`config.mk`:
```
export PLATFORM = sky130hd
export DESIGN_NAME = adder_stim_gen
export DESIGN_NICKNAME = d
export VERILOG_FILES = /design/src/rtl/adder_stim_gen_pkg.sv /design/src/rtl/adder_stim_gen_lfsr32.sv /design/src/rtl/adder_stim_gen.sv
export SDC_FILE = /design/constraint.sdc
export NUM_CORES = 1
export LEC_CHECK = 0
export BUFFER_PORTS_ARGS = -buffer_cell sky130_fd_sc_hd__buf_2
export CAP_MARGIN = 20
export CORE_MARGIN = 3
export CORE_UTILIZATION = 33
export DETAILED_ROUTE_END_ITERATION = 12
export PLACE_DENSITY = 0.67
export SYNTH_ARGS = -nofsm -noshare
export SYNTH_HDL_FRONTEND = slang
export SYNTH_SLANG_ARGS = --single-unit
```
`constraint.sdc`:
```
create_clock -name clk -period 1.7 [get_ports clk]
set_input_delay 0.255 -clock clk [delete_from_list [all_inputs] [get_ports clk]]
set_output_delay 0.255 -clock clk [all_outputs]
set_load 0.02 [all_outputs]
```
`src/rtl/adder_stim_gen_pkg.sv`:
```
// adder_stim_pkg: shared constants, state encoding and LFSR step for the adder stimulus source
package adder_stim_pkg;

    localparam int MODE_EXHAUSTIVE = 0;
    localparam int MODE_RANDOM = 1;
    localparam logic [31:0] LFSR_MASK = 32'h8020_0003;

    typedef enum logic [1:0] {IDLE, LOAD, RUN, DONE} state_t;

    // Galois right shift for x^32+x^22+x^2+x+1
    function automatic logic [31:0] lfsr_next(input logic [31:0] v);
        return v[0] ? (v >> 1) ^ LFSR_MASK : v >> 1;
    endfunction

endpackage

```
`src/rtl/adder_stim_gen_lfsr32.sv`:
```
// lfsr32: 32-bit Galois LFSR with synchronous load, kept standalone so a checker can rebuild the sequence
module lfsr32
    import adder_stim_pkg::*;
(
    input  logic        clk,
    input  logic        load,
    input  logic        step,
    input  logic [31:0] seed,
    output logic [31:0] q
);

    // load wins over step; an all-zero seed would lock up, so it becomes 1
    always_ff @(posedge clk) begin
        if (load)
            q <= (seed == 32'd0) ? 32'd1 : seed;
        else if (step)
            q <= lfsr_next(q);
    end

endmodule

```
`src/rtl/adder_stim_gen.sv`:
```
// adder_stim_gen: streams {cin,a,b} operand vectors over valid/ready, exhaustive or LFSR-random order
module adder_stim_gen
    import adder_stim_pkg::*;
#(
    parameter int          N           = 8,
    parameter longint      NUM_VECTORS = 30000,
    parameter int          MODE        = MODE_EXHAUSTIVE,
    parameter logic [31:0] SEED        = 32'hACE1
) (
    input  logic          clk,
    input  logic          rst_n,
    input  logic          start,
    output logic          vec_valid,
    input  logic          vec_ready,
    output logic          cin,
    output logic [N-1:0]  a,
    output logic [N-1:0]  b,
    output logic [31:0]   vec_index,
    output logic          done
);

    localparam longint FULL = longint'(1) << (2 * N + 1);
    localparam longint NV = (MODE == MODE_EXHAUSTIVE && NUM_VECTORS > FULL) ? FULL : NUM_VECTORS;
    localparam logic [31:0] LAST = 32'(NV - 1);
    localparam logic [N-1:0] ONES = '1;
    localparam logic [N-1:0] ALT = N'(32'h5555_5555 >> (N % 2));

    state_t      state, state_nx;
    logic [31:0] idx, q;
    logic        fire, last, lfsr_load, lfsr_step, unused_q;

    assign fire = vec_valid & vec_ready;
    assign last = idx == LAST;
    assign vec_valid = state == RUN;
    assign done = state == DONE;
    assign vec_index = idx;
    assign lfsr_load = !rst_n || state == LOAD;
    assign lfsr_step = MODE == MODE_RANDOM && fire && !last && idx >= 32'd4;
    assign unused_q = ^q[31:2*N+1];

    // The vector is a pure function of the index and LFSR state, so it holds whenever they hold
    assign {cin, a, b} = MODE == MODE_EXHAUSTIVE ? idx[2*N:0]
                       : idx == 32'd0 ? '0
                       : idx == 32'd1 ? {1'b1, ONES, ONES}
                       : idx == 32'd2 ? {1'b1, ONES, ~ONES}
                       : idx == 32'd3 ? {1'b1, ALT, ~ALT}
                       : q[2*N:0];

    lfsr32 u_lfsr (
        .clk  (clk),
        .load (lfsr_load),
        .step (lfsr_step),
        .seed (SEED),
        .q    (q)
    );

    // Next-state: start only matters when idle or finished; the last fire ends the run
    always_comb begin
        state_nx = state;
        case (state)
            IDLE, DONE: state_nx = start ? LOAD : state;
            LOAD:       state_nx = RUN;
            RUN:        state_nx = (fire && last) ? DONE : RUN;
            default:    state_nx = IDLE;
        endcase
    end

    // State and index registers; the index stops on the last vector so DONE shows it
    always_ff @(posedge clk) begin
        if (!rst_n) begin
            state <= IDLE;
            idx   <= '0;
        end else begin
            state <= state_nx;
            if (state == LOAD)
                idx <= '0;
            else if (fire && !last)
                idx <= idx + 32'd1;
        end
    end

endmodule
```
# After elaboration in Yosys (flattened, before gate mapping)
# Index checks and enable logic that the tools add are counted.
# Widths: inputs -> output; s select.
[totals]
register_bits = 34
out_inout_bits = 51
inputBits = 4
[op_classes]
n_eq_ne = 5
mux = 3
addsub = 1
bitwise_logic = 2
n_reduce_logical = 6
[op_table]
columns = ["op", "n"]
rows = [
  ["$add 32x1->32 const B", 1],
  ["$eq 32x15->1 const B", 1],
  ["$pmux 2 s3", 1],
  ["$eq 2x2->1 const B", 2],
  ["$reduce_or 2->1", 2],
  ["$eq 2x1->1 const B", 1],
  ["$logic_and 1x1->1", 2],
  ["$logic_not 2->1", 1],
  ["$mux 2", 1],
  ["$ne 2x2->1 const B", 1],
  ["$and 1x1->1", 1],
  ["$logic_not 1->1", 1],
  ["$mux 1", 1],
  ["$not 1->1", 1],
]

# Depth between registers and ports, before layout
# Gate-level depths: netlist (run 1).
[depth]
ltp_word = 5
mapped_depth = 7
ltp_nobuf = 7

# Least setup slack after synthesis (run 1)
# OpenSTA, ideal clock, no wires.
[synth_path]
kind = "reg2reg"
from = "register idx[0] (netlist: vec_index[0])"
to = "register idx[15] (netlist: vec_index[15])"
stages_incl_launch_ff = 8
setup_slack_ps = -210
synth_period_minus_slack_ps = 1910
t_arrival_ps = 1795
setup_time_ps = 115
required_time_ps = 1585
path_cell_list = "dfxtp_1 -> ha_1 -> and4_1 -> nand4_1 -> o21ai_1 -> buf_4 -> nor4_1 -> o21a_1"
[synth_between]
elab_chain_cells = 3
word_cells_on_any_way = 4
cone_classes = "add/sub: 1; eq/ne: 1; reduce/logical: 2"
[synth_lines]
columns = ["element", "line_no", "text"]
rows = [
  ["start: declaration", "adder_stim_gen.sv:29", "logic [31:0] idx, q;"],
  ["start signal: assignment", "adder_stim_gen.sv:78", "idx <= idx + 32'd1;"],
  ["parallel branches: the longest is 3 deep, another holds $add 32x1->32", "n/a", ""],
]
# Parallel ways; which one is timed is not known.
# A chain may end at the register's enable or synchronous reset.

# Worst setup path after layout (run 1)
[layout_path]
from = "register idx[1] (netlist: vec_index[1])"
to = "register idx[11] (netlist: vec_index[11])"
# The elaborated chain is that of the path after synthesis.

==> impl_summary.md, run 1 <==
GRT
The first-pass GRT wire length is 9370 µm. After global routing the overflow that remains totals 0. Across every metal layer, demand over resource in global routing totals 0.185. The number of antenna violations at the first check in global routing is 0. Entering global routing, the biggest net connects 23 pins.

The via count of the first global-routing pass was 1887.

Timing
The fmax is 569 MHz. The max-slew violation count came to 0. Setup repair after global routing could not meet its margin everywhere. The final hold slack is 217 ps. Of the available clock period, the critical path in the final layout requires 1.03.

The total count of hold-check failures in the final report is 0. Setup violations remaining at the end of the flow were counted as 10. The remaining max-slew budget at the tightest pin is 0.742.

The slew at the pin closest to its max-slew limit is 384 ps. Adding up every negative setup slack in the final design gives -273 ps. Across the routed clock network, the largest skew measured is 9.92 ps. The setup slack after layout is -56.1 ps. The time the worst path needs with I/O delays and setup is approximately 1800 ps.

Setup path
The critical path's slowest cell is sky130_fd_sc_hd__or4_4. The signal on the critical path passes through ha_4 > and4_4 > nand4_1 > buf_6 > o21ai_4 > buf_12 > or4_4 > a21oi_2. The worst endpoint data arrival time is 2000 ps. The kind of start point of the critical path is a register. Along the worst path, the maximum fanout reaches 14. The critical path required time is 1940 ps.

The worst setup path is captured at a register. In this design, the largest share of critical-path delay is due to simple AND/OR/NAND/NOR gates. The critical path class is reg2reg. The number of buffers and inverters on the critical path is 2.

The biggest cell delay along the critical path is 410 ps.

Route
For this run, design rule violations remaining after detail routing come to 0. The pre-antenna-repair detailed-routing pass consisted of 4 iterations. The count of nets left with antenna violations once routing finished came out at 0. For this block, the routed nets add up to 6300 µm of wire. The top metal layer carrying routed signals is met4.

Wire segments on met2 add up to 3200 µm in the final route. For this block, the initial DRC count from the detailed router was 159. The detailed router put a total of 2560 µm of wire on met1. In the detailed route, the total length drawn on met3 is roughly 420 µm. After detailed routing, the average wire length per cell comes to ~16 µm.

The ratio of routed vias to standard cells is 5.28. The total via count after detailed routing is between 2000 and 2500.

Power and ir drop
The power share of the sequential group is 0.422. Of the total power, combinational logic draws 0.256. Summed over all nets, the switching power comes to 0.621 mW.

The internal portion of the total power is 1.37 mW. The clock power share is 0.322. The switching share of power is 0.312.

The total leakage power is 1.31 nW. The areal power density over the cells is 669 nW/µm². The worst-case vdd ir drop is 0.647 mV.

Placement
The instance area at placement is 2550 µm². Summed over all nets, the half-perimeter wirelength after detailed placement is approximately 4200 µm. The last weighted congestion value of the routability-driven placer is 0.845.

During placement, the flow inserted port buffers numbering 54.

Synth
The fraction of the mapped netlist area in compound gates is 0.162. Counting flops with a built-in enable in the synthesized netlist gives 0. The combinational family with the most area after synthesis is simple AND/OR/NAND/NOR gates. Counting every net in the synthesized netlist gives 232. In the synthesized netlist, the number of instances is between 200 and 250.

In the synthesized netlist the dominant register cell turns out to be sky130_fd_sc_hd__dfxtp_1. The mean cell area of the mapped netlist is 8.34 µm². Of the total synthesized cell area, the portion taken by full adders, half adders and majority gates is 0.0268. The post-synthesis xor/xnor area fraction is 0.0375.

The portion of synthesized area spent on multiplexers is 0. The total of warnings raised by yosys is 0. Of the post-synthesis cell area, the dominant cell type holds 0.364. By area the synthesized netlist is led by sky130_fd_sc_hd__dfxtp_1 36%, sky130_fd_sc_hd__buf_4 7.2%, sky130_fd_sc_hd__o21ai_0 5.1%.

In the synthesized netlist the async set-or-reset flop fraction comes to 0. Summed over all instances, the cell type with the most area after synthesis is sky130_fd_sc_hd__dfxtp_1. The post-synthesis instance area is 1870 µm². The post-synthesis sequential element count is 34. The share of the yosys chip area belonging to registers is 0.364. Of the total synthesized cell area, the portion taken by AND, OR, NAND and NOR gates is 0.318. The post-synthesis cell type count is 38.

Finish
Measured on the finished design, the core utilization comes to 0.561. The repair_antennas step left the layout with diodes totalling 0. Of the cells placed in the final design, the portion with a size suffix greater than 1 is 0.559. After routing the design area is 2970 µm². The signed area change from the synthesized netlist to the final layout is 59.2%. The final-stage net count is 338.

Clock tree
The longest clock path from root to sink contains 2 buffers. For the worst-skew pair, the clock arrives at the later sink with an insertion delay of about 300 ps. TritonCTS built the clock tree. The clock edge transition at the registers on the reported setup and hold paths is 80 ps. The tree is rooted in a sky130_fd_sc_hd__clkbuf_8. The number of hold buffers added after CTS was 0.

The clock net sink count is 34. In this run the number of H-tree levels came out at 2. Buffers inserted during clock tree synthesis total 5.

Floorplanning
The row count is 26. The die span in x is roughly 81 µm. The count of boundary I/O pins is 55. The placeable core region is around 5300 µm². The floorplan step defined a die boundary enclosing 6600 µm². The effective utilization at floorplan is 0.352. In this run the vertical extent of the chip is 81.2 µm.

Run
The tool flagged a number of max-cap violations equal to 0.

Hold path
The worst hold path class is in2reg.

Run status
The final reports fail on setup timing. The run finished, with violations left.
-- final timing paths --
kind | start | to | slack, ps | depth (start not counted)
worst max-delay path | vec_index[1] | vec_index[11] | -60 | 8
worst min-delay path | rst_n | state[1] | 220 | 2
worst max register to register | vec_index[1] | vec_index[11] | -60 | 8
worst min register to register | vec_index[19] | vec_index[19] | 510 | 2
-- synth_stat cells, drive strengths merged, types with 3 or more instances --
cell type  instances
nand2             14
nand2b             5
nor2              11
inv                5
clkbuf             3
ha                 4
dfxtp             34
xnor2              4
buf               19
and2               4
nor3               4
and3               4
nor4               7
nand4              8
a21oi             16
or4                4
nand3             18
o31ai              3
o21a               5
o211ai             4
o21ai             21
xor2               4
or3               14
-- cell type report --
type	count	area, µm²
clock buffers	7	86.3
flip-flops and latches	34	728
clock inverters	1	5.00
repair buffers	120	801
well taps	70	87.6
inverters	5	18.8
multi-input cells	164	1250
fillers	481	2330
-- worst register-to-register path, stage by stage (launching register included) --
cell and delay, ps:
sky130_fd_sc_hd__dfxtp_4 350, sky130_fd_sc_hd__ha_4 150, sky130_fd_sc_hd__and4_4 190, sky130_fd_sc_hd__nand4_1 130, sky130_fd_sc_hd__buf_6 140, sky130_fd_sc_hd__o21ai_4 70, sky130_fd_sc_hd__buf_12 140, sky130_fd_sc_hd__or4_4 420
sky130_fd_sc_hd__a21oi_2 120
-- layer usage --
layer | track usage | vias to the layer above
li1 | - | 1021
met1 | 0.226 | 1005
met2 | 0.323 | 78
met3 | 0.0466 | 14
met4 | 0.0439 | 0
met5 | 0 | -
-- state kept, by name, summed over array words and instances (netlist names) --
| register | cells |
|---|---|
| state | 2 |
| vec_index | 32 |
-- cells in the final DEF, fill, tap and decap left out, drive strengths merged, types with 5 or more instances in the layout --
cell / n
nand2b: 5
nor2: 11
inv: 5
or3: 14
dfxtp: 34
nand3: 18
nand2: 14
buf: 120
a21oi: 16
o21ai: 21
nor4: 7
o21a: 5
nand4: 9
clkbuf: 7
-- timing repair --
item | 4_1_cts | 5_1_grt
pin swaps | 15 | 21
resized for setup | 19 | 32
buffers inserted | 6 | 8
setup endpoints to repair | 23 | 29
gates cloned | 1 | 1
-- power by group through the flow --
stage | registers, mW | logic (mW) | clock network (mW)
global route | 0.844 | 0.568 | 0.692
detailed placement | 0.868 | 0.504 | 0
finish | 0.840 | 0.510 | 0.640
global placement | 0.867 | 0.480 | 0
CTS | 0.847 | 0.505 | 0.636
floorplan | 0.883 | 0.279 | 0
-- stage by stage --
| stage | setup WS, ps | instances | total power, mW |
|---|---|---|---|
| global placement | -33.3 | 381 | 1.35 |
| global route | -131 | 401 | 2.10 |
| floorplan | -26.1 | 224 | 1.16 |
| finish | -56.1 | 401 | 1.99 |
| CTS | -48.8 | 393 | 1.99 |
| detailed placement | -98.8 | 381 | 1.37 |
-- cells by family (layout without fill, tap and decap cells) --
group	after synthesis	in the layout
adder cells (fa/ha/maj)	4	4
AO/OA/AOI/OAI	52	52
XOR/XNOR	8	8
buffers and inverters	27	133
flip-flops	34	34
AND/OR/NAND/NOR	99	100
No activity file was read; power rests on OpenSTA's default activity.
==> inputs of run 2 (changes only) <==
==> constraint.sdc (replaced) <==
create_clock -name clk -period 1.7 [get_ports clk]
set_input_delay 0.085 -clock clk [delete_from_list [all_inputs] [get_ports clk]]
set_output_delay 0.085 -clock clk [all_outputs]
set_load 0.02 [all_outputs]
==> run 2 against run 1 <==
  * Setup slack worse by 19 ps
  * Design area down 0.25%
  * Clock power down 1%
  * Highest routed layer unchanged
  * Largest power group unchanged
  * Non-clock buffer count down 1
  * Clock-buffer cell count unchanged
  * Clock skew down 4.0 ps
  * Total power down 0.45%
  * Via count down 0.52%
  * Fmax down 1.1%
  * The run still ends with setup timing left
  * Core utilization down 0.14 points
  * Largest cell class unchanged
  * First-iteration DRC count down 25%
  * Critical path depth unchanged
==> impl_summary.md, run 2 (synthesis gave the netlist of run 1 again) <==
Setup path
The maximum fanout along the worst path is 14 (unchanged). The critical path class is reg2reg (unchanged). The endpoint kind of the worst setup timing path is a register (unchanged). The kind of start point of the critical path is a register (unchanged).

The worst endpoint data arrival time is 2010 ps (was 2000 ps). The critical path required time is 1930 ps (was 1940 ps).

Finish
The final cell area excluding filler cells is 2970 µm² (about the same). The signed area change from the synthesized netlist to the final layout is 58.8% (was 59.2%). The final-stage net count is 337 (was 338). The flip-flop count of the largest register after layout is 32 (unchanged). The share of final-layout standard cells stronger than drive strength 1 was 0.558 (was 0.559). The number of antenna diodes is 0 (unchanged). The number of inserted filler cells in the final layout is 481 (unchanged).

Commonest cells after routing, fill and taps aside: 58 x sky130_fd_sc_hd__buf_4, 54 x sky130_fd_sc_hd__buf_2, 19 x sky130_fd_sc_hd__o21ai_0 (was 59 x sky130_fd_sc_hd__buf_4, 54 x sky130_fd_sc_hd__buf_2, 19 x sky130_fd_sc_hd__o21ai_0). The most frequent standard cell in the layout excluding fill and tap cells was sky130_fd_sc_hd__buf_4 (unchanged). The final core utilization came to 0.559 (was 0.561).

Timing
The setup slack after layout is -75.1 ps (was -56.1 ps). The final number of setup-violating endpoints came to 8 (was 10). The time the worst path needs with I/O delays and setup was 1780 ps (was 1760 ps). The post-route fraction of the period consumed by the critical path was 1.04 (was 1.03). The final hold slack is 48.3 ps (was 217 ps). The setup TNS after final layout is -259 ps (was -273 ps). Unrepaired setup endpoints after global routing: true (unchanged).

The worst clock skew came to 5.88 ps (was 9.92 ps). The remaining max-slew budget at the tightest pin is 0.748 (was 0.742). The total count of hold-check failures in the final report is 0 (unchanged).

The max-slew violation count came to 0 (unchanged). The fmax was 563 MHz (was 569 MHz). The slew at the pin closest to its max-slew limit was 376 ps (was 384 ps).

Clock tree
The TritonCTS clock tree was done (unchanged). The clock insertion delay at the later pin of the skew report came to 300 ps (about the same). The number of buffers inserted for hold repair after clock tree synthesis is 0 (unchanged).

The maximum buffer depth of the clock tree is 2 (unchanged). The clock edge transition at the registers on the reported setup and hold paths is 70 ps (was 80 ps). The clock net sink count was 34 (unchanged). The clock root buffer master is sky130_fd_sc_hd__clkbuf_8 (unchanged).

The CTS H-tree depth is 2 (unchanged). The clock buffer count from CTS was 5 (unchanged).

Placement
The estimated wirelength of the detail-placed design is 4180 µm (unchanged). The instance area at placement is 2550 µm² (unchanged). The last weighted congestion value of the routability-driven placer came to 0.845 (unchanged). The number of buffer cells added on primary ports is 54 (unchanged).

GRT
The maximum number of pins on one net before global-route repair is 23 (unchanged). The via count of the first global-routing pass is 1887 (unchanged). The aggregate global-route resource usage is 0.185 (unchanged). The global-route congestion overflow total was 0 (unchanged). The number of antenna violations at the first check in global routing is 0 (unchanged). The first-pass GRT wire length is 9370 µm (unchanged).

Floorplanning
The die extent in y is 81.2 µm (unchanged). The die span in x came to 81.2 µm (unchanged). The row count is 26 (unchanged). The count of boundary I/O pins was 55 (unchanged). The placeable core region came to 5300 µm² (unchanged).

The total die area is 6600 µm² (unchanged). The effective utilization at floorplan was 0.352 (unchanged).

Route
The DRC violation total after the first TritonRoute iteration is 119 (was 159). The routed length per placed instance was 15.6 µm (was 15.7 µm). The length of the first detailed-routing pass in iterations is 4 (unchanged). The sum of met3 wire segment lengths after detailed routing is 458 µm (was 415 µm).

The total routed wirelength is 6240 µm (was 6300 µm). The number of DRC violations after detailed routing is 0 (unchanged). The top metal layer carrying routed signals is met4 (unchanged). The met1 layer wirelength in the final routing came to 2520 µm (was 2560 µm). The total via count after detailed routing was 2107 (was 2118).

The ratio of routed vias to standard cells came to 5.27 (was 5.28). The remaining antenna violation count is 0 (unchanged). The total met2 wirelength after detailed routing is 3130 µm (was 3200 µm).

Run status
Violations in the final reports: setup timing (unchanged). Run status: complete, but fails checks (unchanged).

Power and ir drop
The worst-case vdd ir drop is 0.646 mV (was 0.647 mV). The total leakage power is 1.30 nW (was 1.31 nW). The areal power density over the cells came to 668 nW/µm² (was 669 nW/µm²).

Run
The max-capacitance violation count was 0 (unchanged).

Hold path
The worst hold path class was in2reg (unchanged).
run 2: final timing paths:
path	end	startpoint	cells past startpoint	slack [ps]
setup / recovery	vec_index[11]	vec_index[1]	8	-80
hold / removal	state[1]	rst_n	2	50
setup reg to reg	vec_index[11]	vec_index[1]	8	-80
hold reg to reg	vec_index[18]	vec_index[18]	2	510
run 2: metrics by stage:
| step | std cells | worst slack (ps) | power (mW) |
|---|---|---|---|
| after CTS | 393 | -48.8 | 1.99 |
| after floorplan | 224 | -26.1 | 1.16 |
| after global placement | 381 | -33.3 | 1.35 |
| after detailed placement | 381 | -98.8 | 1.37 |
| after global routing | 400 | -139 | 2.10 |
| final | 400 | -75.1 | 1.98 |
run 2: cell type report:
class                      count  area, µm²  share of cell area
clock inverter                 1       5.00             0.00169
clock buffer                   7       86.3              0.0291
multi-input combinational    164       1250               0.420
sequential                    34        728               0.245
inverter                       5       18.8             0.00633
timing repair buffer         119        793               0.267
tap                           70       87.6              0.0295
run 2: critical path, cell delays in order (launching register included):
cell and delay (ps):
sky130_fd_sc_hd__dfxtp_4 350, sky130_fd_sc_hd__ha_4 150, sky130_fd_sc_hd__and4_4 190, sky130_fd_sc_hd__nand4_1 130, sky130_fd_sc_hd__buf_6 140, sky130_fd_sc_hd__o21ai_4 70, sky130_fd_sc_hd__buf_12 140, sky130_fd_sc_hd__or4_4 420
sky130_fd_sc_hd__a21oi_2 130
run 2: where the power goes:
part	leakage, nW	internal, mW	switching, mW
registers	0.287	0.816	0.0237
clock network	0.0482	0.327	0.307
logic	0.965	0.227	0.281
total	1.30	1.37	0.612
run 2: layer usage:
layer	up-vias	global-route usage
li1	1018	-
met1	1001	0.226
met2	75	0.323
met3	13	0.0466
met4	0	0.0439
met5	-	0
run 2: timing repair:
item / 4_1_cts / 5_1_grt
setup endpoints to repair: 23 / 29
hold endpoints to repair: 0 / 0
buffers inserted: 6 / 6
resized for setup: 19 / 32
pin swaps: 15 / 21
cloned: 1 / 1
==> inputs of run 3 (changes only) <==
--- a/config.mk
+++ b/config.mk
@@ -11,6 +11,7 @@
 export CORE_UTILIZATION = 33
 export DETAILED_ROUTE_END_ITERATION = 12
 export PLACE_DENSITY = 0.67
+export SKIP_CTS_REPAIR_TIMING = 1
 export SYNTH_ARGS = -nofsm -noshare
 export SYNTH_HDL_FRONTEND = slang
 export SYNTH_SLANG_ARGS = --single-unit
==> run 3 against run 2 <==
  * The flow still finishes with violations (setup timing)
  * Fmax shrank 0.34%
  * Critical path depth shrank 3
  * Non-clock buffer count grew 1
  * Cell count grew 0.25%
  * Sequential share of layout area grew 0.20 points
  * Die area is the same
  * Total power shrank 0.22%
  * Largest cell class unchanged
==> impl_summary.md, run 3 (synthesis gave the netlist of run 1 again) <==
Floorplanning
The placeable core region came to 5300 µm² (unchanged). The effective utilization at floorplan is 0.352 (unchanged). The row count is 26 (unchanged). The die extent in y is 81.2 µm (unchanged). The count of boundary I/O pins is 55 (unchanged). The total die area is 6600 µm² (unchanged). The die span in x is 81.2 µm (unchanged).

Finish
The share of final-layout standard cells stronger than drive strength 1 is 0.562 (was 0.558). The number of inserted filler cells in the final layout was 486 (was 481). The final cell area excluding filler cells is 2930 µm² (was 2970 µm²). The signed area change from the synthesized netlist to the final layout came to 57.0% (was 58.8%). The flip-flop count of the largest register after layout is 32 (unchanged). The final-stage net count is 338 (was 337). The most frequent standard cell in the layout excluding fill and tap cells is sky130_fd_sc_hd__buf_4 (unchanged). Commonest cells after routing, fill and taps aside: 62 x sky130_fd_sc_hd__buf_4, 54 x sky130_fd_sc_hd__buf_2, 16 x sky130_fd_sc_hd__dfxtp_1, 15 x sky130_fd_sc_hd__o21ai_0 (was 58 x sky130_fd_sc_hd__buf_4, 54 x sky130_fd_sc_hd__buf_2, 19 x sky130_fd_sc_hd__o21ai_0). The final core utilization came to 0.553 (was 0.559). The number of antenna diodes is 0 (unchanged).

Clock tree
The clock root buffer master is sky130_fd_sc_hd__clkbuf_8 (unchanged). The clock edge transition at the registers on the reported setup and hold paths is 70 ps (about the same). The clock buffer count from CTS was 5 (unchanged).

The TritonCTS clock tree was done (unchanged). The maximum buffer depth of the clock tree is 2 (unchanged). The clock net sink count came to 34 (unchanged). The clock insertion delay at the later pin of the skew report is 290 ps (was 300 ps).

The CTS H-tree depth is 2 (unchanged).

Setup path
The critical path class is reg2reg (unchanged). The critical path's slowest cell is sky130_fd_sc_hd__or4_4 (unchanged). The critical path required time came to 1930 ps (about the same). The cell count of the worst reg-to-reg path is 5 (was 8).

The endpoint kind of the worst setup timing path was a register (unchanged). The maximum fanout along the worst path is 4 (was 14). The capture point of the worst path was vec_index[30] (was vec_index[11]). The destination of the worst register-to-register timing path was vec_index[30] (was vec_index[11]).

Ordered list of cells on the worst path: nand3_4 > nor4_4 > nand3_2 > or4_4 > a21oi_2 (was ha_4 > and4_4 > nand4_1 > buf_6 > o21ai_4 > buf_12 > or4_4 > a21oi_2). The biggest cell delay along the critical path is 510 ps (was 420 ps). The minimum setup slack among reg-to-reg paths is -80 ps (about the same).

The launch instance of the worst register-to-register path is vec_index[4] (was vec_index[1]). The kind of start point of the critical path is a register (unchanged). The worst setup path startpoint is vec_index[4] (was vec_index[1]). The worst endpoint data arrival time was 2010 ps (about the same).

Hold path
The worst hold path class is in2reg (unchanged). The count of cells along the worst hold path is 2 (unchanged).

Run status
Run status: complete, but fails checks (unchanged). Violations in the final reports: setup timing (unchanged).

Placement
The last weighted congestion value of the routability-driven placer is 0.845 (unchanged). The estimated wirelength of the detail-placed design is 4180 µm (unchanged). The number of buffer cells added on primary ports was 54 (unchanged). The instance area at placement is 2550 µm² (unchanged).

Route
The DRC violation total after the first TritonRoute iteration was 113 (was 119). The ratio of routed vias to standard cells is 5.16 (was 5.27). The total routed wirelength is 6020 µm (was 6240 µm). The length of the first detailed-routing pass in iterations is 4 (unchanged). The number of DRC violations after detailed routing was 0 (unchanged).

The routed length per placed instance is 15.0 µm (was 15.6 µm). The remaining antenna violation count is 0 (unchanged). The total via count after detailed routing was 2068 (was 2107).

Timing
The fmax is 561 MHz (was 563 MHz). Unrepaired setup endpoints after global routing: true (unchanged). The slew at the pin closest to its max-slew limit is 339 ps (was 376 ps). The worst clock skew is 5.33 ps (was 5.88 ps). The time the worst path needs with I/O delays and setup is 1780 ps (about the same).

The max-slew violation count came to 0 (unchanged). The post-route fraction of the period consumed by the critical path was 1.05 (was 1.04). The final number of setup-violating endpoints is 9 (was 8). The setup TNS after final layout is -300 ps (was -259 ps). The total count of hold-check failures in the final report is 0 (unchanged).

The remaining max-slew budget at the tightest pin was 0.772 (was 0.748). The setup slack after layout is -81.1 ps (was -75.1 ps).

GRT
The global-route congestion overflow total is 0 (unchanged). The first-pass GRT wire length came to 8760 µm (was 9370 µm). The number of antenna violations at the first check in global routing is 0 (unchanged). The aggregate global-route resource usage was 0.173 (was 0.185). The maximum number of pins on one net before global-route repair is 23 (unchanged). The via count of the first global-routing pass is 1810 (was 1887).

Power and ir drop
The final total power is 1.98 mW (about the same). The total leakage power is 1.30 nW (about the same). The worst-case vdd ir drop is 0.647 mV (was 0.646 mV). The areal power density over the cells came to 674 nW/µm² (was 668 nW/µm²).

Run
The max-capacitance violation count is 0 (unchanged).
==> run 3: cell types whose count changed in the layout (fill, tap and decap cells not counted), sizes merged <==
cell / before / now
buf: 119 / 120
==> run 3: routing by layer <==
metal | vias up | part of all wire | GRT usage
li1 | 1022 | - | -
met1 | 979 | 0.42 | 0.217
met2 | 59 | 0.51 | 0.292
met3 | 8 | 0.055 | 0.0510
met4 | 0 | 0.012 | 0.0389
met5 | - | 0 | 0
==> run 3: layout make-up <==
cell class	count	area [µm²]	area share
multi-input combinational	164	1230	0.419
timing repair buffer	120	781	0.266
sequential	34	726	0.247
tap	70	87.6	0.0299
clock buffer	7	86.3	0.0294
inverter	5	18.8	0.00640
clock inverter	1	5.00	0.00171
==> run 3: metrics by stage <==
stage / setup WS [ps] / instances / hold slack (ps)
after CTS: -115 / 389 / 50.6
after global routing: -162 / 401 / 55.3
after detailed placement: -98.8 / 381 / 351
after floorplan: -26.1 / 224 / 207
after global placement: -33.3 / 381 / 339
final: -81.1 / 401 / 55.7
==> run 3: critical path: cells and delay by family, from the launching register on <==
family / cells / cell delay, ps
and+or+nand+nor: 4 / 1180
AOI/OAI and AO/OA: 1 / 150
DFF: 1 / 390
==> run 3: worst min path at each step <==
stage	startpoint	end
CTS	rst_n	state[1]
finish	rst_n	state[1]
global placement	rst_n	state[1]
global route	rst_n	state[1]
floorplan	rst_n	state[1]
detailed placement	rst_n	state[1]
==> run 3: power by group <==
part | internal, mW | switching, mW | leakage (nW)
combinational | 0.228 | 0.283 | 0.961
clock | 0.327 | 0.299 | 0.0482
sequential | 0.816 | 0.0238 | 0.286
total | 1.37 | 0.606 | 1.30
